<file path="src/rtl/alu_seq.sv">
// Handshaked accumulator ALU: single-cycle ops with registered result and flags,
// plus an iterative shift-add multiply (MUL/MULH) that occupies the block for WIDTH cycles.
module alu_seq #(
    parameter int WIDTH  = 8,
    parameter int THRESH = 32
) (
    input  logic             clk,
    input  logic             reset,
    input  logic             in_valid,
    output logic             in_ready,
    input  logic [3:0]       opcode,
    input  logic [WIDTH-1:0] accum,
    input  logic [WIDTH-1:0] data,
    output logic             out_valid,
    input  logic             out_ready,
    output logic [WIDTH-1:0] alu_out,
    output logic             zero,
    output logic             carry,
    output logic             ovf,
    output logic             neg,
    output logic             acc_zero
);

    localparam int SH_W  = $clog2(WIDTH);
    localparam int CNT_W = $clog2(WIDTH);
    localparam int CW    = (WIDTH > 32) ? WIDTH : 32;
    localparam logic [CW-1:0] THRESH_EXT = CW'(THRESH);

    localparam logic [1:0] S_IDLE = 2'd0;
    localparam logic [1:0] S_BUSY = 2'd1;
    localparam logic [1:0] S_DONE = 2'd2;

    localparam logic [3:0] OP_MUL  = 4'd10;
    localparam logic [3:0] OP_MULH = 4'd11;

    logic [1:0]         state;
    logic [CNT_W-1:0]   count;
    logic [2*WIDTH-1:0] product;
    logic [WIDTH-1:0]   mcand;
    logic [WIDTH-1:0]   mplier;
    logic               mulh;

    logic               accept;
    logic               is_mul;
    logic [WIDTH:0]     sum;
    logic [WIDTH-1:0]   diff;
    logic [WIDTH-1:0]   res;
    logic               res_c;
    logic               res_v;
    logic [CW-1:0]      acc_ext;
    logic [WIDTH-1:0]   mul_res;

    function automatic logic add_ovf(input logic signed [WIDTH-1:0] a,
                                     input logic signed [WIDTH-1:0] b,
                                     input logic signed [WIDTH-1:0] r);
        return ((a < 0) == (b < 0)) && ((r < 0) != (a < 0));
    endfunction

    function automatic logic sub_ovf(input logic signed [WIDTH-1:0] a,
                                     input logic signed [WIDTH-1:0] b,
                                     input logic signed [WIDTH-1:0] r);
        return ((a < 0) != (b < 0)) && ((r < 0) != (a < 0));
    endfunction

    assign acc_zero = (accum == '0);
    assign in_ready = (state == S_IDLE) && (!out_valid || out_ready);
    assign accept   = in_valid && in_ready;
    assign is_mul   = (opcode == OP_MUL) || (opcode == OP_MULH);
    assign acc_ext  = CW'(accum);
    assign mul_res  = mulh ? product[2*WIDTH-1:WIDTH] : product[WIDTH-1:0];

    always_comb begin
        sum   = {1'b0, accum} + {1'b0, data};
        diff  = accum - data;
        res   = '0;
        res_c = 1'b0;
        res_v = 1'b0;
        case (opcode)
            4'd0: res = accum;
            4'd1: begin
                res   = sum[WIDTH-1:0];
                res_c = sum[WIDTH];
                res_v = add_ovf(accum, data, sum[WIDTH-1:0]);
            end
            4'd2: begin
                res   = diff;
                res_c = (accum < data);
                res_v = sub_ovf(accum, data, diff);
            end
            4'd3: res = accum & data;
            4'd4: res = accum ^ data;
            4'd5: res = accum | data;
            4'd6: res = ~accum + 1'b1;
            4'd7: res = (acc_ext >= THRESH_EXT) ? data : ~data;
            4'd8: res = accum << data[SH_W-1:0];
            4'd9: res = accum >> data[SH_W-1:0];
            default: res = '0;
        endcase
    end

    always_ff @(posedge clk or negedge reset) begin
        if (!reset) begin
            state     <= S_IDLE;
            count     <= '0;
            product   <= '0;
            out_valid <= 1'b0;
            alu_out   <= '0;
            zero      <= 1'b0;
            carry     <= 1'b0;
            ovf       <= 1'b0;
            neg       <= 1'b0;
        end else begin
            if (out_valid && out_ready) begin
                out_valid <= 1'b0;
            end
            case (state)
                S_IDLE: begin
                    if (accept) begin
                        if (is_mul) begin
                            state   <= S_BUSY;
                            count   <= '0;
                            product <= '0;
                        end else begin
                            alu_out   <= res;
                            zero      <= (res == '0);
                            carry     <= res_c;
                            ovf       <= res_v;
                            neg       <= res[WIDTH-1];
                            out_valid <= 1'b1;
                        end
                    end
                end
                S_BUSY: begin
                    if (mplier[count]) begin
                        product <= product + ({{WIDTH{1'b0}}, mcand} << count);
                    end
                    count <= count + CNT_W'(1);
                    if (count == CNT_W'(WIDTH - 1)) begin
                        state <= S_DONE;
                    end
                end
                S_DONE: begin
                    // Waits here while the previous result is still unconsumed.
                    if (!out_valid || out_ready) begin
                        alu_out   <= mul_res;
                        zero      <= (mul_res == '0);
                        carry     <= 1'b0;
                        ovf       <= 1'b0;
                        neg       <= mul_res[WIDTH-1];
                        out_valid <= 1'b1;
                        state     <= S_IDLE;
                    end
                end
                default: state <= S_IDLE;
            endcase
        end
    end

    // Multiply operands are only meaningful after a MUL/MULH accept, so they carry no reset.
    always_ff @(posedge clk) begin
        if (accept && is_mul) begin
            mcand  <= accum;
            mplier <= data;
            mulh   <= (opcode == OP_MULH);
        end
    end

endmodule

</file>
<file path="config.mk">
export PLATFORM = sky130hd
export DESIGN_NAME = alu_seq
export DESIGN_NICKNAME = d
export VERILOG_FILES = /design/src/rtl/alu_seq.sv
export SDC_FILE = /design/constraint.sdc
export NUM_CORES = 1
export LEC_CHECK = 0
export ABC_AREA = 1
export BUFFER_PORTS_ARGS = -buffer_cell sky130_fd_sc_hd__buf_2
export CORE_AREA = 2 2 135 137
export DETAILED_ROUTE_END_ITERATION = 6
export DIE_AREA = 0 0 137 139
export PLACE_DENSITY_LB_ADDON = 0.1
export SLEW_MARGIN = 25
export SYNTH_ARGS = -nofsm -noshare
export SYNTH_HDL_FRONTEND = slang
export SYNTH_SLANG_ARGS = --single-unit
</file>
<file path="constraint.sdc">
create_clock -name clk -period 2.4 [get_ports clk]
set_input_delay 0.12 -clock clk [delete_from_list [all_inputs] [get_ports clk]]
set_output_delay 0.12 -clock clk [all_outputs]
set_load 0.01 [all_outputs]
</file>
After elaboration in Yosys (flattened, before gate mapping)
Cells that the tools add are included.

word-level totals
  input port bits = 24
  flip-flop bits (word level) = 51
  output and inout bits = 15
  logic and storage cells = 119

cells by class
  reduce and logical (&&, ||, !) cells = 20
  muxes and demuxes = 43
  add/sub/neg operators = 5
  shifts and indexed selects = 3
  magnitude comparators = 7
  bitwise gates (word level) = 5
  eq/ne operators = 24

operator list
  operator                                                               number
  8-bit one-hot mux with 10 select lines                                 1
  16-bit 2-to-1 mux                                                      3
  8-bit 2-to-1 mux                                                       5
  8-bit by 1-bit < comparator with 1-bit output, second input constant   4
  16-bit one-hot mux with 2 select lines                                 1
  8-bit logical NOT                                                      3
  16-bit adder                                                           1
  4-bit by 3-bit == test with 1-bit output, second input constant        4
  4-bit == test, second input constant                                   4
  1-bit 2-to-1 mux                                                       16
  8-bit inverter                                                         2
  8-bit one-hot mux with 2 select lines                                  1
  8-bit by 3-bit << shifter with 16-bit output                           1
  1-bit one-hot mux with 2 select lines                                  7
  2-bit inequality test, second input constant                           6
  4-bit AND reduction                                                    3
  8-bit by 8-bit adder with 9-bit output                                 1
  8-bit by 1-bit adder with 8-bit output, second input constant          1
  8-bit bitwise AND                                                      1
  4-bit by 2-bit == test with 1-bit output, second input constant        2
  8-bit by 6-bit >= comparator with 1-bit output, second input constant  1
  8-bit < comparator                                                     1
  2-bit 2-to-1 mux                                                       4
  8-bit bitwise OR                                                       1
  23 further kinds                                                       33

Logic depth before layout (Yosys ltp)
  word-level depth = 8
  mapped depth = 20

Worst setup path after synthesis
No wires, ideal clock.

  kind = flip-flop to flip-flop
  start = register count[0]
  end = register product[13]
  required time = 2.277 ns
  stages on the path, launching flop included = 14
  library setup time = 0.123 ns
  data arrival time = 2.487 ns
  path slack = -0.210 ns
  cell sequence = dfrtp_1 buf_4 clkbuf_1 mux2i_1 nor2_1 a31oi_1 mux2i_1 ha_1 a21o_1 a21boi_0 nand3_1 a31o_2 o21ai_0 nand2_1

on the way
  cells in the longest elaborated chain, start to end = 4
  elaborated cells between the ends (all ways) = 8
  classes of those cells = add/sub (1); eq/ne (1); shift (1); mux (4); reduce/logical (1)

ends and longest elaborated chain
  what                                                                                                              RTL line  text
  start: declaration                                                                                                37        logic [CNT_W-1:0] count;
  start signal: assignment                                                                                          137       count <= count + CNT_W'(1);
  8-bit by 3-bit << shifter with 16-bit output / 1-bit binary-select mux with 3-bit select (equally long branches)  135, 134
  16-bit adder / 1-bit 2-to-1 mux (equally long branches)                                                           135, 134
  16-bit 2-to-1 mux / 2-bit inequality test (equally long branches)                                                 -
  16-bit one-hot mux with 2 select lines / 4-bit AND reduction (equally long branches)                              -
  end signal: assignment                                                                                            135       product <= product + ({{WIDTH{1'b0}}, mcand} << count);
  end: declaration                                                                                                  38        logic [2*WIDTH-1:0] product;

Several ways; a longest one is shown, not always the timed one. The select of a mux whose other input is x is not followed.
A chain may end at the register's enable or synchronous reset.

Final worst setup path
  start = register count[0]
  end = register product[15]

The elaborated chain is that of the path after synthesis.

==> impl_metrics.py <==
metrics = {
    "status": {
        "status": "complete, but fails checks",
        "failed_checks": "negative setup slack",
    },
    "synth": {
        "synth_commonest_cells": "nand2_1 (263), nor2_1 (91), nand3_1 (89)",
        "synth.yosys.seq_area_share": 0.259,
        "synth-edff-count": 17,
        "yosys.cell_types.count": 43,
        "netlist_top_cells_area": "nand2_1 (19%), dfrtp_1 (16%), ha_1 (10%), edfxtp_1 (9.9%), nand3_1 (8.6%)",
        "syn_avg_cell_area_um2": 6.32,
        "synth_largest_type_area_fraction": 0.191,
        "netlist_area_um2": 5160,
        "async_flop_share": 0.660,
        "synthFlopType": "dfrtp_1",
        "yosys_warnings": 0,
        "yosysMostFrequentCell": "nand2_1",
        "synthCells": 816,
        "synth-seq-cells": 50,
        "synth_nets": 886,
        "synth_area_leader_cell": "nand2_1",
    },
    "floorplanning": {
        "row_count": 49,
        "die_height_um": 139,
        "initial_core_util": 0.292,
        "io_pins": 39,
        "dieWidth_um": 137,
        "core_um2": 17700,
        "dieArea_um2": 19000,
    },
    "cts": {
        "clkSlewWorstSetupHoldPaths_ns": 0.07,
        "clk_latency_ns": 0.31,
        "clockRootBuffer": "clkbuf_16",
        "cts-buffers-inserted": 5,
        "cts_tree": "done",
        "h-tree-depth": 2,
        "clock_path_buffers": 2,
        "clock_sinks": 50,
    },
    "route": {
        "drt_pass1_iterations": 5,
        "routed_wl_um": 19100,
        "ant_nets": 0,
        "drt-initial-drc-count": 399,
        "post_drt_wl_per_cell_um": 16.4,
        "vias": 5712,
        "remaining_drc_errors": 0,
        "avgViaCountPerCell": 4.90,
    },
    "timing": {
        "slew_headroom": 0.452,
        "skew_ns": 0.00952,
        "rsz0062_at_grt": "true",
        "worst_pin_slew_ns": 0.822,
        "finalSetupTns_ns": -0.238,
        "setup_violations": 5,
        "fin_crit_ns": 2.48,
        "hold_viol": 0,
        "drv_slew": 0,
        "whs_ns": 0.0449,
        "max_freq_mhz": 404,
        "setup_ws_ns": -0.0783,
        "layout_worst_path_cycle_share": 1.03,
    },
    "power_and_ir_drop": {
        "power_frac_seq": 0.212,
        "power.density_nw_per_um2": 949,
        "power.internal_uw": 3440,
        "power_leakage_uw": 0.00344,
        "comb_power_share": 0.659,
        "clock_power_share": 0.130,
        "p_sw_uw": 2930,
        "vdd_ir_drop_max_mv": 0.647,
        "sw_frac_of_total": 0.460,
        "finalPower_uw": 6360,
    },
    "setup_path": {
        "critPathKind": "reg -> reg",
        "worstPathRequired_ns": 2.59,
        "crit_buf_inv": 1,
        "critPathMaxFanout": 6,
        "crit_arrival_ns": 2.67,
        "slowest_delay_ns": 0.41,
        "cp_top_family": "compound AO/OA/AOI/OAI gates",
        "cp_cell_sequence": "buf_6 -> mux2i_4 -> nor2_1 -> a31oi_1 -> mux2i_1 -> ha_1 -> a21o_1 -> a21boi_2 -> nand3_2 -> nand2_1 -> nand3_1 -> nand2_1 -> xor2_1 -> nor2_1",
        "crit_path_end_kind": "flop",
        "critPathLaunchType": "flop",
        "worst_path_max_delay_cell": "dfrtp_2",
    },
    "final_layout": {
        "final_area_um2": 6710,
        "nets": 1005,
        "antenna_cells": 0,
        "areaGrowthSynthToFinish_pct": 30.1,
        "final_core_utilization": 0.380,
        "drive_gt1_frac": 0.239,
    },
    "grt": {
        "grt-ovfl-total": 0,
        "grt_use_total": 0.206,
        "grt_start_max_net_pins": 34,
        "grt_pass1_wl_um": 30400,
        "grt_pass1_vias": 5561,
        "antenna_found_initial": 0,
    },
    "placed_design": {
        "placed_area_um2": 6150,
        "portBuffers": 38,
        "dpl.hpwl_um": 15300,
        "gp_congestion": 0.961,
    },
    "flow_run": {
        "cap_violations": 0,
    },
    "hold_path": {
        "hold_class": "in -> reg",
    },
}
## sequential cells by signal, summed over array words and instances, names as in the netlist
name,cells
alu_out,8
mulh,1
ovf,1
mcand,8
state,2
zero,1
count,3
mplier,8
out_valid,1
product,16
carry,1
## layout make-up
type	count	area, um^2
fillers	1942	10900
multi-input cells	660	3680
flip-flops and latches	50	1340
repair buffers	130	898
inverters	88	335
well taps	229	287
clock buffers	6	150
clock inverters	2	18.8
## worst register-to-register path: cells and delay by family (launching register included)
kind / cells / cell delay, ns
xor+xnor: 1 / 0.16
buf+inv: 1 / 0.14
fa+ha+maj: 1 / 0.35
compound gates: 3 / 0.53
simple gates: 6 / 0.44
mux: 2 / 0.35
flops: 1 / 0.41
## power groups by stage
stage,combinational (uW),clock (uW),sequential [uW]
global route,4650,875,1380
CTS,3520,853,1330
detailed placement,3380,0,1340
finish,4190,827,1350
global placement,3410,0,1350
floorplan,1990,0,1310
## layout by cell type, fill, tap and decap left out, drive strengths merged, types with 3 or more instances in the layout
cell type	n
a21boi	3
a21oi	45
buf	129
clkbuf	6
dfrtp	33
edfxtp	17
fa	3
ha	43
inv	89
mux2i	5
nand2	266
nand3	90
nand3b	3
nand4	8
nor2	97
nor3	9
o21ai	63
o31ai	3
xor2	6
## path summary, 6_finish.rpt
check	start	end	slack [ns]	cells past startpoint
setup reg to reg	count[0]	product[15]	-0.08	14
max in group asynchronous	reset	count[0]	1.38	2
hold / removal	data[4]	mplier[4]	0.04	1
min in group asynchronous	reset	count[1]	0.43	2
hold reg to reg	alu_out[6]	alu_out[6]	0.48	2
setup / recovery	count[0]	product[15]	-0.08	14
## logic make-up (layout without fill, tap and decap cells)
| kind of cell | after synthesis | count (layout) | synth area share |
|---|---|---|---|
| simple gates | 474 | 474 | 0.384 |
| flops | 50 | 50 | 0.259 |
| mux | 5 | 5 | 0.00970 |
| fa+ha+maj | 46 | 46 | 0.116 |
| compound gates | 127 | 127 | 0.135 |
| xor+xnor | 8 | 8 | 0.0136 |
| buf+inv | 106 | 226 | 0.0830 |
## per-stage QoR
stage               setup WS [ns]  std cells
global placement           -0.232       1146
finish                    -0.0783       1165
CTS                       -0.0623       1159
floorplan                 0.00324        816
detailed placement         -0.157       1146
global route               -0.247       1165
## timing repair
action	4_1_cts	5_1_grt
resized for setup	20	82
setup endpoints to repair	9	12
gates cloned	1	0
hold buffers	1	0
buffers inserted	3	6
pin swaps	3	29
hold endpoints to repair	33	0
## layer usage
layer	track usage	share of wire	vias to the layer above
li1	-	-	2911
met1	0.268	0.45	2643
met2	0.350	0.48	127
met3	0.0227	0.033	31
met4	0.0716	0.030	0
met5	0	0	-
No activity file was read; power rests on OpenSTA's default activity.
